`config.mk`:
```
export PLATFORM = sky130hd
export DESIGN_NAME = window_output_padder_17x17
export DESIGN_NICKNAME = d
export VERILOG_FILES = /design/src/rtl/window_output_padder_17x17_pkg.sv /design/src/rtl/window_output_padder_17x17_fifo.sv /design/src/rtl/window_output_padder_17x17.sv
export SDC_FILE = /design/constraint.sdc
export NUM_CORES = 1
export LEC_CHECK = 0
export CAP_MARGIN = 20
export CORE_ASPECT_RATIO = 2
export CORE_MARGIN = 2
export CORE_UTILIZATION = 49
export CTS_BUF_LIST = sky130_fd_sc_hd__clkbuf_2
export DETAILED_ROUTE_END_ITERATION = 8
export PLACE_DENSITY_LB_ADDON = 0.3
export SLEW_MARGIN = 30
export SYNTH_ARGS = -nofsm -noshare
export SYNTH_HDL_FRONTEND = slang
export SYNTH_HIERARCHICAL = 1
export SYNTH_SLANG_ARGS = --single-unit
```
`constraint.sdc`:
```
create_clock -name clk -period 3.7 [get_ports clk]
set_clock_uncertainty 0.1 [all_clocks]
set_input_delay 0.37 -clock clk [delete_from_list [all_inputs] [get_ports clk]]
set_output_delay 0.37 -clock clk [all_outputs]
set_load 0.005 [all_outputs]
```
`src/rtl/window_output_padder_17x17_pkg.sv`:
```
// Shared definitions for the 17x17 output padder: FSM state encoding and the
// border width implied by a 17x17 window.
package window_output_padder_17x17_pkg;

  localparam int PAD_17X17 = 8;

  typedef enum logic [2:0] {
    ST_IDLE   = 3'd0,
    ST_TOP    = 3'd1,
    ST_LEFT   = 3'd2,
    ST_MID    = 3'd3,
    ST_RIGHT  = 3'd4,
    ST_BOTTOM = 3'd5,
    ST_DONE   = 3'd6
  } pad_state_t;

endpackage

```
`src/rtl/window_output_padder_17x17_fifo.sv`:
```
// First-word-fall-through skid FIFO holding interior pixels until the raster
// scan reaches the interior region. Flush empties it in one cycle.
module padder_sync_fifo
  import window_output_padder_17x17_pkg::*;
#(
  parameter int DATA_W     = 8,
  parameter int FIFO_DEPTH = 64
) (
  input  logic              clk,
  input  logic              rst,
  input  logic              flush,
  input  logic              push,
  input  logic              pop,
  input  logic [DATA_W-1:0] din,
  output logic [DATA_W-1:0] dout,
  output logic              full,
  output logic              empty
);

  localparam int AW = $clog2(FIFO_DEPTH);
  localparam logic [AW:0] DEPTH_C = (AW+1)'(FIFO_DEPTH);

  logic [DATA_W-1:0] mem [FIFO_DEPTH];
  logic [AW-1:0]     wr_ptr, rd_ptr;
  logic [AW:0]       count;
  logic              push_ok, pop_ok;

  assign full    = (count == DEPTH_C);
  assign empty   = (count == '0);
  assign push_ok = push & ~full;
  assign pop_ok  = pop & ~empty;
  assign dout    = mem[rd_ptr];

  // Simultaneous push and pop leave the occupancy unchanged.
  always_ff @(posedge clk) begin
    if (rst || flush) begin
      wr_ptr <= '0;
      rd_ptr <= '0;
      count  <= '0;
    end else begin
      if (push_ok) wr_ptr <= wr_ptr + 1'b1;
      if (pop_ok)  rd_ptr <= rd_ptr + 1'b1;
      case ({push_ok, pop_ok})
        2'b10:   count <= count + 1'b1;
        2'b01:   count <= count - 1'b1;
        default: count <= count;
      endcase
    end
  end

  always_ff @(posedge clk) begin
    if (push_ok) mem[wr_ptr] <= din;
  end

endmodule

```
`src/rtl/window_output_padder_17x17.sv`:
```
// Rebuilds a full raster frame from the 17x17 window stage's interior stream,
// filling the PAD-wide margin with BORDER_VAL. Define PADDER_OVF_DETECT_EN for overflow_o.
module window_output_padder_17x17
  import window_output_padder_17x17_pkg::*;
#(
  parameter int DATA_W     = 8,
  parameter int ROWS       = 64,
  parameter int COLS       = 64,
  parameter int PAD        = PAD_17X17,
  parameter int BORDER_VAL = 0,
  parameter int FIFO_DEPTH = 64
) (
  input  logic                     clk,
  input  logic                     rst,
  input  logic                     start_i,
  input  logic                     valid_i,
  input  logic [DATA_W-1:0]        data_i,
  input  logic                     ready_i,
  output logic                     valid_o,
  output logic [DATA_W-1:0]        data_o,
  output logic [$clog2(ROWS)-1:0]  row_o,
  output logic [$clog2(COLS)-1:0]  col_o,
  output logic                     busy_o,
  output logic                     frame_done_o
`ifdef PADDER_OVF_DETECT_EN
  , output logic                   overflow_o
`endif
);

  localparam int RW = $clog2(ROWS);
  localparam int CW = $clog2(COLS);
  localparam logic [RW-1:0]     ROW_TOP_END = RW'(PAD - 1);
  localparam logic [RW-1:0]     ROW_MID_END = RW'(ROWS - 1 - PAD);
  localparam logic [RW-1:0]     ROW_END     = RW'(ROWS - 1);
  localparam logic [CW-1:0]     COL_LFT_END = CW'(PAD - 1);
  localparam logic [CW-1:0]     COL_MID_END = CW'(COLS - 1 - PAD);
  localparam logic [CW-1:0]     COL_END     = CW'(COLS - 1);
  localparam logic [DATA_W-1:0] BORDER      = DATA_W'(BORDER_VAL);

  pad_state_t        state, state_nxt;
  logic [RW-1:0]     row_q;
  logic [CW-1:0]     col_q;
  logic              xfer, start_ok, push, pop, flush;
  logic              fifo_full, fifo_empty;
  logic [DATA_W-1:0] fifo_head;

  assign xfer     = valid_o & ready_i;
  assign start_ok = start_i & (state == ST_IDLE);
  assign push     = valid_i & (busy_o | start_ok);
  assign flush    = (state == ST_DONE);
  assign row_o    = row_q;
  assign col_o    = col_q;

  padder_sync_fifo #(
    .DATA_W     (DATA_W),
    .FIFO_DEPTH (FIFO_DEPTH)
  ) u_fifo (
    .clk   (clk),
    .rst   (rst),
    .flush (flush),
    .push  (push),
    .pop   (pop),
    .din   (data_i),
    .dout  (fifo_head),
    .full  (fifo_full),
    .empty (fifo_empty)
  );

  always_ff @(posedge clk) begin
    if (rst) state <= ST_IDLE;
    else     state <= state_nxt;
  end

  // Raster position advances only on an accepted output pixel.
  always_ff @(posedge clk) begin
    if (rst || start_ok) begin
      row_q <= '0;
      col_q <= '0;
    end else if (xfer) begin
      if (col_q == COL_END) begin
        col_q <= '0;
        row_q <= (row_q == ROW_END) ? '0 : row_q + 1'b1;
      end else begin
        col_q <= col_q + 1'b1;
      end
    end
  end

  always_comb begin
    state_nxt = state;
    case (state)
      ST_IDLE:   if (start_i) state_nxt = ST_TOP;
      ST_TOP:    if (xfer && row_q == ROW_TOP_END && col_q == COL_END) state_nxt = ST_LEFT;
      ST_LEFT:   if (xfer && col_q == COL_LFT_END) state_nxt = ST_MID;
      ST_MID:    if (xfer && col_q == COL_MID_END) state_nxt = ST_RIGHT;
      ST_RIGHT:  if (xfer && col_q == COL_END)
                   state_nxt = (row_q < ROW_MID_END) ? ST_LEFT : ST_BOTTOM;
      ST_BOTTOM: if (xfer && row_q == ROW_END && col_q == COL_END) state_nxt = ST_DONE;
      ST_DONE:   state_nxt = ST_IDLE;
      default:   state_nxt = ST_IDLE;
    endcase
  end

  always_comb begin
    valid_o      = 1'b0;
    data_o       = '0;
    busy_o       = 1'b1;
    frame_done_o = 1'b0;
    pop          = 1'b0;
    case (state)
      ST_IDLE: busy_o = 1'b0;
      ST_TOP, ST_LEFT, ST_RIGHT, ST_BOTTOM: begin
        valid_o = 1'b1;
        data_o  = BORDER;
      end
      ST_MID: begin
        valid_o = ~fifo_empty;
        data_o  = fifo_empty ? '0 : fifo_head;
        pop     = ready_i & ~fifo_empty;
      end
      ST_DONE: frame_done_o = 1'b1;
      default: busy_o = 1'b0;
    endcase
  end

`ifdef PADDER_OVF_DETECT_EN
  logic ovf_q;
  always_ff @(posedge clk) begin
    if (rst)                   ovf_q <= 1'b0;
    else if (push && fifo_full) ovf_q <= 1'b1;
  end
  assign overflow_o = ovf_q;
`endif

endmodule

```
=== Yosys cells after proc, flatten, opt, wreduce, memory -nomap -nowiden ===
Memory sizes are Yosys's and may differ from the RTL's. A register that Yosys moved wholly into a read port is not among the register bits.
Cells that the tools add are included.

* Word-level logic and storage cells: 80
* Input port bits: 13
* Memories kept: 1
* RAM bits: 512
* Register bits: 34

{| class="wikitable"
|+ Memories
! memory !! words !! bits a word !! read ports !! clocked after memory_dff !! write ports !! RTL line !! RTL
|-
| u_fifo.mem || 64 || 8 || 1 || 1 || 1 || window_output_padder_17x17_fifo.sv:23 || <nowiki>logic [DATA_W-1:0] mem [FIFO_DEPTH];</nowiki>
|}

* Bitwise gates (word level): 9
* Mux-type cells: 21
* Equality and inequality tests: 20
* Order comparisons: 1
* Reduce and logical (&&, ||, !) cells: 16
* $add $sub $neg: 6

{| class="wikitable"
|+ Operator list
! cell !! count
|-
| 6-bit by 1-bit adder with 6-bit output, second input constant || 4
|-
| 6-bit two-way mux || 4
|-
| 3-bit two-way mux || 7
|-
| 6-bit == test, second input constant || 3
|-
| 3-bit one-hot mux with 6 select lines || 1
|-
| 8-bit two-way mux || 2
|-
| 7-bit one-hot mux with 2 select lines || 1
|-
| 6-bit by 3-bit == test with 1-bit output, second input constant || 2
|-
| 2-bit inequality test, second input constant || 6
|-
| 3-bit == test, second input constant || 3
|-
| 7-bit by 1-bit adder with 7-bit output, second input constant || 1
|-
| 7-bit == test, second input constant || 1
|-
| 1-bit logical AND || 7
|-
| 7-bit zero test || 1
|-
| 7-bit by 1-bit subtractor with 7-bit output, second input constant || 1
|-
| 1-bit AND || 6
|-
| 3-bit by 2-bit == test with 1-bit output, second input constant || 2
|-
| 6-bit < comparator, second input constant || 1
|-
| 6-bit AND reduction || 1
|-
| 6-bit OR reduction || 1
|-
| 1-bit two-way mux || 5
|-
| 4-bit OR reduction || 1
|-
| 3-bit by 1-bit == test with 1-bit output, second input constant || 1
|-
| 3-bit zero test || 1
|-
| 8 further kinds || 10
|}

=== Logic depth before layout (Yosys ltp) ===
Gate-level depths: netlist of the first run.

* Word-level depth: 8
* Gate-level depth with buffers: 16
* Mapped depth without buffers: 12

=== Cells and area by module ===
Netlist of the first run, hierarchy kept.

{| class="wikitable"
|+ By module, submodules not included
! module !! cells each !! times used !! area each (um^2)
|-
| padder_sync_fifo || 1040 || 1 || 21080.2
|-
| window_output_padder_17x17 || 124 || 1 || 930.9
|}

=== Worst setup path before layout of the first run ===
OpenSTA, ideal clock, no wires.

* Path kind: register to register
* Start: register u_fifo.count[3]
* End: register u_fifo.count[4]
* Data required time: 3.472 ns
* Cell stages (with the launch flop): 16
* Path buffers: 3
* Arrival: 3.196 ns
* Slack: 0.276 ns
* Path through: dfxtp_1 buf_6 or4_4 nor4_1 nor4_1 o41a_2 buf_2 ha_1 buf_1 xor2_1 ha_1 a21oi_1 o21ai_0 a222oi_1 or3_1 a21oi_1

* Cells in the longest elaborated chain, start to end: 7

{| class="wikitable"
|+ Ends and longest elaborated chain
! element !! RTL line !! RTL
|-
| start, declared || window_output_padder_17x17_fifo.sv:25 || <nowiki>logic [AW:0] count;</nowiki>
|-
| start signal, assigned || window_output_padder_17x17_fifo.sv:44 || <nowiki>2'b10: count <= count + 1'b1;</nowiki>
|-
| start signal, assigned || window_output_padder_17x17_fifo.sv:45 || <nowiki>2'b01: count <= count - 1'b1;</nowiki>
|-
| start signal, assigned || window_output_padder_17x17_fifo.sv:46 || <nowiki>default: count <= count;</nowiki>
|-
| 7-bit zero test * || window_output_padder_17x17_fifo.sv:29 || <nowiki>assign empty = (count == '0);</nowiki>
|-
| net fifo_empty || window_output_padder_17x17.sv:44 || <nowiki>logic fifo_full, fifo_empty;</nowiki>
|-
| 1-bit NOT * || window_output_padder_17x17.sv:119 || <nowiki>pop = ready_i & ~fifo_empty;</nowiki>
|-
| 1-bit AND * || window_output_padder_17x17.sv:119 ||
|-
| 1-bit two-way mux * || window_output_padder_17x17.sv:110 || <nowiki>case (state)</nowiki>
|-
| net pop || window_output_padder_17x17.sv:43 || <nowiki>logic xfer, start_ok, push, pop, flush;</nowiki>
|-
| 1-bit AND * || window_output_padder_17x17_fifo.sv:31 || <nowiki>assign pop_ok = pop & ~empty;</nowiki>
|-
| 2-bit by 1-bit == test with 1-bit output / 2-bit == test (equally long branches) || window_output_padder_17x17_fifo.sv:43 || <nowiki>case ({push_ok, pop_ok})</nowiki>
|-
| 7-bit one-hot mux with 2 select lines / 2-bit nonzero test (equally long branches) || n/a ||
|}

The timed path passes the listed nets; every way through them passes the cells marked *.
A chain may end at the register's enable or synchronous reset.

==> summary.md, run 1 <==
| Metric | Value |
|---|---|
| Post-Syn Nets | about 1,200 |
| Fmax | between 200 and 300 MHz |
| PwrDens | between 400 and 500 nW/µm² |
| CTS tree | yes |
| Worst R2R Path Depth | 10 |
| Crit-path cells | buf_12 > buf_4 > buf_12 > buf_16 > mux4_2 > o22ai_2 > nor2_2 > o221ai_4 > o31ai_1 > and2_1 > buf_2 |
| Reg2reg end | u_fifo/count[4]$_SDFFE_PP0P_ |
| Worst Slack Setup Final | -0.182 ns |
| Max-cap violations | 0 |
| Sw frac | between 20% and 30% |
| YS warnings | 6 |
| Total CTS buffers | between 100 and 150 |
| DRT iter0 DRCs | approximately 920 |
| Cell Int Power | slightly above 8 mW |
| Largest delay share family, worst path | buffers and inverters |
| Pre-CTS setup slack | slightly above 0.3 ns |
| Die X-Extent | approximately 150 µm |
| Placeable Area | ~44,000 µm² |
| First-pass GRT wire length | between 70 and 80 mm |
| Switching power | ~2.4 mW |
| Port buffer count | 35 |
| Crit Path Max Fanout | 8 |
| Vias in the first global route | between 10,000 and 15,000 |
| Final Hold Viols | 0 |
| Row count | about 110 |
| Vias | 12,100 |
| GRT Total Usage | 23.6% |
| WS Path Type | reg -> out |
| Synth Cell Area | around 22,000 µm² |
| Grt peak-use layer | met2 |
| Status | finished, violations left |
| Root buf cell | clkbuf_2 |
| CTS Buffer Depth | 3 |
| Worst r2r src | u_fifo/count[2]$_SDFFE_PP0P_ |
| # setup viols final | 8 |
| Fraction of layout cells with a size suffix above 1 | a little under two fifths |
| Gr ovfl total | 0 |
| Met1 Use GR | 23.6% |
| Most common cell on crit path | buf_12 |
| Pins over their slew limit | 0 |
| CTS H-tree lvls | 3 |
| Detail Route Antenna Nets | 0 |
| Slowest cell on crit path | mux4_2 |
| Slew @ Worst Pin | ~0.96 ns |
| Hold depth | 2 |
| VDD IR max | around 0.00022 V |
| Final WL | about 53 mm |
| Die Span Y | around 300 µm |
| CP required | between 3 and 4 ns |
| Grt met2 use | between 40% and 50% |
| Final Power | 10.6 mW |
| Hold Crit Class | in -> reg |
| WL/cell | ~26 µm |
| Hold_sp | data_i[2] |
| Fin crit period | between 3 and 4 ns |
| Die area | 46,700 µm² |
| RSZ-0062 raised after global routing | yes |
| Grt met3 use | 4.13% |
| Drt via density | approximately 6 |
| Worst-Skew Late Latency | 1.14 ns |
| Ports | 36 |
| Clock share of power | 33.3% |
| CP max stage delay | roughly 0.54 ns |
| Lkg Pwr | 8.44 nW |
| DRC | 0 |
| FF-to-FF setup slack | 0.32 ns |
| Initial Utilization | between 40% and 50% |
| Final Cell Area | 25,900 µm² |
| Placed cell areas | approximately 24,000 µm² |
| Fin crit share | 105% |
| Post-DP HPWL | roughly 35 mm |
| Antenna violations before repair | 2 |
| Synth Instances | around 1,200 |
| Slew HR | 36.0% |
| Gp weighted congestion | just under 0.9 |
| Flop pwr share | between 60% and 70% |
| Buf/Inv on CP | 5 |
| CTS Sinks | roughly 550 |
| DRT Pass-1 Iters | 5 |
| Mean Syn Cell Area | between 15 and 20 µm² |
| Area growth from synthesis to layout | 17.8% |
| Crit path arrival time | between 3 and 4 ns |
| Violated checks | setup timing |
| CTS clock-pin slew for the worst setup and hold paths | ~0.12 ns |
| Nets | ~1,400 |
| CP endpoint kind | primary output |
| Combinational share of power | approximately 2.5% |
| Hold EP | u_fifo/mem[28][2]$_DFFE_PP_ |
| Startpoint Class | flip-flop |
| Largest net degree at the start of global routing | 65 |
| Fillers | ~3,300 |
## cell usage in the layout (no fill, tap or decap), types with 7 or more instances in the layout
cell type,count
buf_12,14
o21ai_0,10
or3_1,10
mux4_2,128
buf_4,120
nor3_1,12
xor2_1,17
a21oi_1,17
o22ai_1,14
edfxtp_1,512
dlygate4sd3_1,12
nand2_1,26
nor2_1,114
buf_2,13
o22ai_2,16
ha_1,7
mux2_2,15
clkdlybuf4s50_1,18
clkinv_2,11
buf_16,11
clkinv_1,32
dfxtp_1,34
mux2_4,8
and2_1,9
mux2i_1,8
clkbuf_2,159
nand3_1,12
## registers in the layout, summed over array words and instances (netlist names), named ones only
register	count
u_fifo/mem	512
u_fifo/count	7
col_o	6
row_o	6
u_fifo/rd_ptr	6
u_fifo/wr_ptr	6
state	3
## power by group through the flow
stage / Combinational [mW] / Clock (mW) / Sequential, mW
floorplan: 0.0871 / 0 / 6.97
global placement: 0.232 / 0 / 6.98
detailed placement: 0.242 / 0 / 6.98
CTS: 0.266 / 3.65 / 6.83
global route: 0.285 / 3.96 / 6.84
finish: 0.264 / 3.55 / 6.83
## repair_timing
action                     CTS  global route
hold buffers                12             0
gates resized for setup    137             8
cloned                       8             0
hold endpoints to repair   442             0
setup endpoints to repair   10            10
pin swaps                   29            11
buffers inserted            35             2
## through the flow
step / hold slack (ns) / TNS (ns) / instances / utilization [%]
floorplan: 0.339 / 0 / 1163 / -
global placement: 0.379 / 0 / 1798 / 53.2
detailed placement: 0.391 / 0 / 1799 / 53.3
CTS: 0.112 / -2.06 / 2061 / 58.5
global route: 0.136 / -2.73 / 2063 / 58.5
finish: 0.209 / -1.17 / 2064 / 58.5
## routing by layer
layer / part of all wire (%) / routed length (µm)
met2: 58 / 30800
met5: 0 / 0
met4: 5.6 / 2990
met1: 32 / 17300
met3: 4.4 / 2350
## worst max path at each step
stage / endpoint / slack, ns / startpoint / cells after the start
floorplan: u_fifo/count[4]$_SDFFE_PP0P_ / 0.29 / u_fifo/count[3]$_SDFFE_PP0P_ / 15
global placement: u_fifo/count[4]$_SDFFE_PP0P_ / 0.36 / u_fifo/count[2]$_SDFFE_PP0P_ / 12
detailed placement: u_fifo/count[4]$_SDFFE_PP0P_ / 0.31 / u_fifo/count[2]$_SDFFE_PP0P_ / 12
CTS: data_o[6] / -0.28 / flip-flop / 10
global route: data_o[4] / -0.38 / flip-flop / 11
finish: data_o[0] / -0.18 / flip-flop / 11
## final cells by class
| class | count | area, µm² | share of cell area [%] |
|---|---|---|---|
| flip-flops and latches | 552 | 16200 | 62.5 |
| multi-input cells | 541 | 5900 | 22.8 |
| repair buffers | 201 | 2050 | 7.93 |
| clock buffers | 159 | 796 | 3.07 |
| well taps | 555 | 694 | 2.68 |
| clock inverters | 48 | 254 | 0.980 |
| inverters | 4 | 15.0 | 0.0579 |
| diodes | 4 | 10.0 | 0.0386 |
Power figures use the tool's default switching activity.
==> run 2: changes to the inputs <==
--- a/config.mk
+++ b/config.mk
@@ -5,6 +5,7 @@
 export SDC_FILE = /design/constraint.sdc
 export NUM_CORES = 1
 export LEC_CHECK = 0
+export ABC_CLOCK_PERIOD_IN_PS = 3700
 export CAP_MARGIN = 20
 export CORE_ASPECT_RATIO = 2
 export CORE_MARGIN = 2
==> results of run 2 <==
No change in the layout: final DEF, timing and power equal those of run 1.
